<file path="src/rtl/shot_transmitter.sv">
`default_nettype none
// ============================================================================
// Module   : shot_transmitter (with game_pkg)
// Brief    : Latches the cursor on a shoot click and sends it as a 6-byte
//            checksummed frame over a valid/ready byte interface.
// Revision : 1.0 - initial release
// ============================================================================

package game_pkg;
    typedef enum logic [1:0] {
        START     = 2'd0,
        SHOOTER   = 2'd1,
        KEEPER    = 2'd2,
        GAME_OVER = 2'd3
    } g_state;
endpackage

module shot_transmitter #(
    parameter logic [7:0] HEADER          = 8'hA5,
    parameter int         COOLDOWN_CYCLES = 65_000_000
) (
    input  logic                 clk,
    input  logic                 rst,
    input  game_pkg::g_state     game_state,
    input  logic                 left,
    input  logic [11:0]          xpos,
    input  logic [11:0]          ypos,
    output logic [7:0]           tx_data,
    output logic                 tx_valid,
    input  logic                 tx_ready,
    output logic                 busy,
    output logic                 shot_sent,
    output logic [11:0]          shot_x,
    output logic [11:0]          shot_y
);

    localparam int CW = $clog2(COOLDOWN_CYCLES + 1);
    localparam logic [CW-1:0] c_cool_load = CW'(COOLDOWN_CYCLES);
    localparam logic [CW-1:0] c_cool_one  = CW'(1);

    typedef enum logic [1:0] {
        ST_IDLE = 2'd0,
        ST_SEND = 2'd1,
        ST_COOL = 2'd2
    } state_t;

    state_t          r_state;
    logic            r_left_d;
    logic [2:0]      r_idx;
    logic [CW-1:0]   r_cnt;
    logic            w_trigger;

    assign w_trigger = left & ~r_left_d & (game_state == game_pkg::SHOOTER)
                     & (r_state == ST_IDLE);

    // Frame content is built from the latched coordinates only.
    function automatic logic [7:0] frame_byte(input logic [2:0] idx,
                                              input logic [11:0] x,
                                              input logic [11:0] y);
        logic [7:0] b1, b2, b3, b4;
        b1 = {4'h0, x[11:8]};
        b2 = x[7:0];
        b3 = {4'h0, y[11:8]};
        b4 = y[7:0];
        case (idx)
            3'd0:    frame_byte = HEADER;
            3'd1:    frame_byte = b1;
            3'd2:    frame_byte = b2;
            3'd3:    frame_byte = b3;
            3'd4:    frame_byte = b4;
            3'd5:    frame_byte = b1 ^ b2 ^ b3 ^ b4;
            default: frame_byte = 8'h00;
        endcase
    endfunction

    always_ff @(posedge clk) begin
        if (rst) begin
            r_state   <= ST_IDLE;
            r_left_d  <= 1'b0;
            r_idx     <= 3'd0;
            r_cnt     <= '0;
            tx_data   <= 8'h00;
            tx_valid  <= 1'b0;
            busy      <= 1'b0;
            shot_sent <= 1'b0;
            shot_x    <= 12'h000;
            shot_y    <= 12'h000;
        end else begin
            r_left_d  <= left;
            shot_sent <= 1'b0;
            case (r_state)
                ST_IDLE: begin
                    if (w_trigger) begin
                        shot_x   <= xpos;
                        shot_y   <= ypos;
                        busy     <= 1'b1;
                        tx_data  <= HEADER;
                        tx_valid <= 1'b1;
                        r_idx    <= 3'd0;
                        r_state  <= ST_SEND;
                    end
                end
                ST_SEND: begin
                    if (tx_ready) begin
                        if (r_idx == 3'd5) begin
                            tx_valid  <= 1'b0;
                            shot_sent <= 1'b1;
                            r_cnt     <= c_cool_load;
                            r_state   <= ST_COOL;
                        end else begin
                            r_idx   <= r_idx + 3'd1;
                            tx_data <= frame_byte(r_idx + 3'd1, shot_x, shot_y);
                        end
                    end
                end
                ST_COOL: begin
                    // Leaving on the cycle the count hits zero gives exactly
                    // COOLDOWN_CYCLES cycles before a trigger can be taken.
                    r_cnt <= r_cnt - c_cool_one;
                    if (r_cnt <= c_cool_one) begin
                        r_cnt   <= '0;
                        busy    <= 1'b0;
                        r_state <= ST_IDLE;
                    end
                end
                default: r_state <= ST_IDLE;
            endcase
        end
    end

endmodule

`default_nettype wire

</file>
<file path="config.mk">
export PLATFORM = sky130hd
export DESIGN_NAME = shot_transmitter
export DESIGN_NICKNAME = d
export VERILOG_FILES = /design/src/rtl/shot_transmitter.sv
export SDC_FILE = /design/constraint.sdc
export NUM_CORES = 1
export LEC_CHECK = 0
export BUFFER_PORTS_ARGS = -buffer_cell sky130_fd_sc_hd__buf_2
export CAP_MARGIN = 5
export CELL_PAD_IN_SITES_DETAIL_PLACEMENT = 0
export CELL_PAD_IN_SITES_GLOBAL_PLACEMENT = 1
export CORE_MARGIN = 10
export CORE_UTILIZATION = 41
export DETAILED_ROUTE_END_ITERATION = 6
export GPL_ROUTABILITY_DRIVEN = 1
export PLACE_DENSITY = 0.82
export SKIP_CTS_REPAIR_TIMING = 1
export SLEW_MARGIN = 20
export SYNTH_ARGS = -nofsm -noshare
export SYNTH_HDL_FRONTEND = slang
export SYNTH_SLANG_ARGS = --single-unit
</file>
<file path="constraint.sdc">
create_clock -name clk -period 3 [get_ports clk]
set_input_delay 0.3 -clock clk [delete_from_list [all_inputs] [get_ports clk]]
set_output_delay 0.3 -clock clk [all_outputs]
set_load 0.02 [all_outputs]
</file>
==> Word level (Yosys, flattened, before mapping) <==
Cells that the tools add are included.
{ "word_totals": {"reg_bits": 67, "inputBits": 30, "out_inout_bits": 35, "word_cells": 73} }
{ "classes": {"n_addsub": 2, "magnitude_cmp": 1, "eq_ne": 14, "mux": 25, "bitwise": 9, "n_reduce_logical": 12} }
{ "op_table": {"columns": ["cell", "n"], "rows": [
  ["two-way mux 26 bit", 3],
  ["case mux 26 bit (2 select lines)", 1],
  ["case mux 8 bit (6 select lines)", 1],
  ["<= comparator 26 x 1 -> 1 bit (second input constant)", 1],
  ["subtractor 26 x 1 -> 26 bit (second input constant)", 1],
  ["two-way mux 8 bit", 3],
  ["case mux 8 bit (2 select lines)", 1],
  ["AND reduction 4 bit", 3],
  ["inequality test 2 bit (second input constant)", 5],
  ["== test 3 bit (second input constant)", 3],
  ["two-way mux 3 bit", 3],
  ["two-way mux 2 bit", 4],
  ["bitwise XOR 4 x 8 -> 8 bit", 1],
  ["bitwise XOR 8 x 4 -> 8 bit", 1],
  ["bitwise XOR 8 bit", 1],
  ["== test 3 x 2 -> 1 bit (second input constant)", 2],
  ["case mux 2 bit (3 select lines)", 1],
  ["case mux 3 bit (2 select lines)", 1],
  ["AND reduction 3 bit", 2],
  ["nonzero test 2 bit", 3],
  ["two-way mux 1 bit", 5],
  ["== test 2 x 1 -> 1 bit (second input constant)", 2],
  ["case mux 1 bit (2 select lines)", 2],
  ["adder 3 x 1 -> 3 bit (second input constant)", 1],
  ["other kinds (8)", 12]
]} }

==> Longest topological paths before layout <==
{ "logic_depth": {"depth_word": 7, "mapped_depth": 9} }

==> Worst setup path after synthesis <==
OpenSTA, ideal clock, no wires.
{ "synth_timing": {"path_kind": "reg-to-reg", "from": "register r_cnt[2]", "to": "register r_cnt[25]", "t_arrival_ps": 2048, "t_required_ps": 2880, "path_slack_ps": 833, "stages_incl_launch_ff": 7, "n_path_buf": 1, "path_cell_list": "dfxtp_1 -> buf_4 -> or3_1 -> or4_4 -> o31ai_4 -> o22ai_1 -> a211o_1"} }
{ "synth_between": {"elab_chain_cells": 3} }
{ "synth_rtl": {"columns": ["element", "line_no", "rtl"], "rows": [
  ["start, declared", "50", "logic [CW-1:0] r_cnt;"],
  ["start signal, assigned", "108", "r_cnt <= c_cool_load;"],
  ["start signal, assigned", "119", "r_cnt <= r_cnt - c_cool_one;"],
  ["subtractor 26 x 1 -> 26 bit or <= comparator 26 x 1 -> 1 bit (tied branches)", "119, 120", null],
  ["two-way mux 26 bit *", "120", "if (r_cnt <= c_cool_one) begin"],
  ["case mux 26 bit (2 select lines) *", "91", "case (r_state)"]
]} }
Mark *: on every way between the ends. The rest lies on a longest branch, timed or not.
A chain may end at the register's enable or synchronous reset.

==> Final worst setup path <==
{ "layout_timing": {"from": "register r_cnt[0]", "to": "register r_cnt[6]"} }
The elaborated chain is that of the path after synthesis.

==> results.md <==
STA:
- The final critical delay including setup and external delays is approximately 2400 ps.
- The maximum operating frequency is roughly 0.42 GHz.
- The post-route clock period utilization is 0.7927.
- The slew of the pin with the lowest slew margin is 1015 ps.
- Across the routed clock network, the largest skew measured is about 14 ps.
- In this run the tightest slew margin relative to its limit is 0.3200.
- Setup repair after global routing left no endpoint under its margin.
- Summed over all failing endpoints, the final setup total negative slack is 0 ps.
- The final-report setup violation count is 0.
- The number of hold-slack violations in the final timing report is 0.
- The max-slew violation count is 0.

Die:
- The core footprint is about 8100 sq um.
- In this run the horizontal extent of the chip is roughly 110 um.
- The die covers around 12,000 sq um.
- The y dimension of the die is around 110 um.
- For this configuration, the core starts out at a cell density of 0.4176.
- The placement row count is 33.
- In this run the count of I/O pins placed on the die edge is between 60 and 70.

Critical path:
- The kind of end point of the critical path is a flip-flop.
- The worst reg-to-reg setup slack is a little over 600 ps.
- The peak fanout along the critical path is 10.
- The largest single stage delay on the critical path is ~780 ps.
- On the critical path, the stage with the largest delay is an instance of a31oi_1.
- The critical path in this run is classified as flip-flop to flip-flop.
- The cell that appears most often on the critical path is a31oi_1.
- The critical register-to-register path startpoint is r_cnt[0].
- Data on the critical path arrives at its endpoint at 2650 ps.
- The type of element launching the critical path is a flip-flop.
- The most critical setup path has its startpoint at r_cnt[0].
- Traced cell by cell, the critical path runs through inv_1 > ha_1 > nor2_1 > nor4_1 > a31oi_1 > nand3_1 > a31oi_1.
- For the worst setup path, the data required time is about 3300 ps.

Synth:
- The count of cell types in the netlist is 59.
- The per-instance average area after synthesis is just over 8 sq um.
- In the synthesized netlist, the number of instances is 421.
- The register area share after synthesis is 0.3948.
- The adder-cell share of the synthesized area is 0.02578.
- The main flop type after synthesis is dfxtp_1.
- The cell area after technology mapping is between 3000 and 4000 sq um.
- The area fraction in compound gates after synthesis was 0.2114.
- The number of nets handed over by synthesis was between 400 and 500.
- The mux cell area share after synthesis is 0.002947.
- In this run, synthesis inferred 0 flip-flops with an integrated enable.
- After synthesis, the share of flip-flops with an asynchronous set or reset is 0.
- By area, the combinational part of the netlist is dominated by simple AND/OR/NAND/NOR gates.
- Of the total synthesized cell area, the portion taken by XOR and XNOR cells is 0.06004.
- The post-synthesis register bit count is 67.
- The number of warning messages in the yosys log is 0.
- Of the total synthesized cell area, the portion taken by AND, OR, NAND and NOR gates is 0.2600.

Final layout:
- The number of filler cells placed in the layout is between 800 and 900.
- The final instance area is 3971 sq um.
- The area added between synthesis and finish is 16.91%.
- Leaving out fill and tap cells, the most frequent cells in the layout are 70 x nand2_1, 67 x dfxtp_1, 64 x buf_2.
- The fraction of final layout cells with drive strength greater than 1 is 0.2000.
- The final layout contains between 500 and 600 nets.
- 0 antenna diodes ended up in the layout.
- The commonest non-fill, non-tap cell in the layout is nand2_1.

Route:
- The detailed-route wire length is roughly 10000 um.
- Before antenna repair, the detailed router went through 5 iterations.
- The routed via count is between 3,000 and 4,000.
- The post-detailed-route DRC marker count is 0.
- The wire length per cell after detailed routing is 16.60 um.
- The number of DRC markers in iteration 0 is roughly 180.
- The detail route stage leaves a number of antenna-violating nets equal to 0.
- Dividing the detail-routed via count by the number of cells gives between 5 and 6.

Power:
- The areal power density over the cells is between 400 and 500 nW/um^2.
- The relative contribution of combinational cells to total power is 0.081.
- The worst-case IR drop observed on VDD is 198.9 uV.
- Of the total power, the share spent switching nets is 0.2708.
- The static leakage power is 1.598 nW.
- The power dissipated by switching net loads is ~480 uW.
- Cell internal power was estimated by the tool at about 1.3 mW.
- The sequential power share is 0.526.
- The share of total power dissipated in the clock network is 0.393.

CTS:
- The H-tree was split into 3 levels.
- The clock input transition at the sequential cells of the worst setup and hold paths is about 80 ps.
- The clock latency on the worst-skew pair is 350 ps.
- The maximum count of clock buffers along a single path is 2.
- The TritonCTS clock tree is built.
- The cell sitting at the root of the clock tree is a clkbuf_8.
- The total number of clock tree sinks is between 60 and 70.
- In this run, CTS created clock tree buffers numbering 9.

GRT:
- Entering global routing, the biggest net connects 30 pins.
- The first global-routing pass estimated 16,190 um of wire.
- The final global-route overflow total is 0.
- Across every metal layer, demand over resource in global routing totals 0.1550.
- The via count of the first global-routing pass came to between 3,000 and 4,000.
- The number of antenna violations at the first check in global routing is 0.

Min path:
- The tightest min-delay check is of the input port to flip-flop type.
- In this run the most critical hold path is launched from left.

Placed design:
- Summed over all nets, the half-perimeter wirelength after detailed placement is between 7000 and 8000 um.
- Routability-driven placement finished with a final weighted congestion of 0.9097.
- The number of I/O port buffers is 64.
- After detailed placement, the total cell area comes to 3792 sq um.

Job:
- Max-cap violations in this run came to 0.

Outcome:
- The flow ran to the end, and the final reports show no timing, DRC or antenna violations.
-- cell families (layout without fill, tap and decap cells) --
group,Yosys count,count (layout)
muxes,1,1
and+or+nand+nor,184,184
adders and majority gates,7,7
buffers and inverters,33,97
DFF,67,67
xor gates and xnor gates,17,17
AOI/OAI and AO/OA,112,112
-- layout make-up --
class                           instances  area (sq um)  area share
Inverter                               10         37.54    0.009452
Timing Repair Buffer                   71         372.9     0.09389
Clock buffer                           10         137.6     0.03466
Multi-Input combinational cell        321          1909      0.4808
Sequential cell                        67          1341      0.3377
Clock inverter                          6         41.29     0.01040
Tap cell                              105         131.4     0.03308
-- cells in the mapped netlist, types with 3 or more instances --
cell type  instances  area (sq um)
nand2_1           70         262.8
dfxtp_1           67          1341
a21oi_1           44         220.2
nor2_1            42         157.7
clkbuf_1          18         67.56
o21ai_0           15         75.07
nor3_1            14         70.07
nand3_1           13         65.06
a31oi_1           11         68.82
inv_1             10         37.54
nor4_1             8         50.05
xnor2_1            8         70.07
ha_1               7         87.58
nand3b_1           6         45.04
nand4_1            5         31.28
o2bb2ai_1          5         43.79
xor2_1             5         43.79
nor2b_1            4         25.02
o211ai_1           4         30.03
o31ai_1            4         30.03
xnor3_1            4         90.09
a211oi_1           3         22.52
a22oi_1            3         22.52
a311oi_1           3         26.28
o22ai_1            3         18.77
or4_1              3         22.52
-- registers in the layout (all words and copies together) (netlist names) --
| signal | flops |
|---|---|
| r_cnt | 26 |
| shot_x | 12 |
| shot_y | 12 |
| tx_data | 8 |
| r_idx | 3 |
| r_state | 2 |
| busy | 1 |
| r_left_d | 1 |
| shot_sent | 1 |
| tx_valid | 1 |
-- per-stage QoR --
stage               total power, mW  instances  hold slack (ps)  setup slack [ps]    util
floorplan                     1.030        421            428.2             832.8       -
detailed placement            1.089        574            446.9             672.4  0.4662
global route                  1.831        590            175.0             386.1  0.4882
CTS                           1.778        590            157.4             659.0  0.4882
finish                        1.759        590            171.3             622.0  0.4882
global placement              1.087        574            441.9             730.0  0.4662
-- per-layer routing --
layer	track usage	wire length [um]
met1	0.2005	4707
met2	0.2351	4244
met3	0.03896	608
met4	0.07284	236
met5	0	0
-- power groups by stage --
stage	clock (mW)	combinational [mW]	sequential, mW
after floorplan	0	0.0708	0.959
after detailed placement	0	0.144	0.945
after global routing	0.744	0.160	0.927
after global placement	0	0.142	0.945
final	0.692	0.143	0.925
after CTS	0.709	0.144	0.925
-- critical path, delay by kind of cell, from the launching register on --
kind                     cells  cell delay (ps)
AO/OA/AOI/OAI                2              990
adder cells (fa/ha/maj)      1              260
buffers and inverters        1               90
flip-flops                   1              430
AND/OR/NAND/NOR              3              540
-- worst paths after layout --
kind         cells past startpoint         end
max                              7    r_cnt[6]
max reg2reg                      7    r_cnt[6]
min                              2    r_left_d
min reg2reg                      1  tx_data[6]
Power figures use the tool's default switching activity.
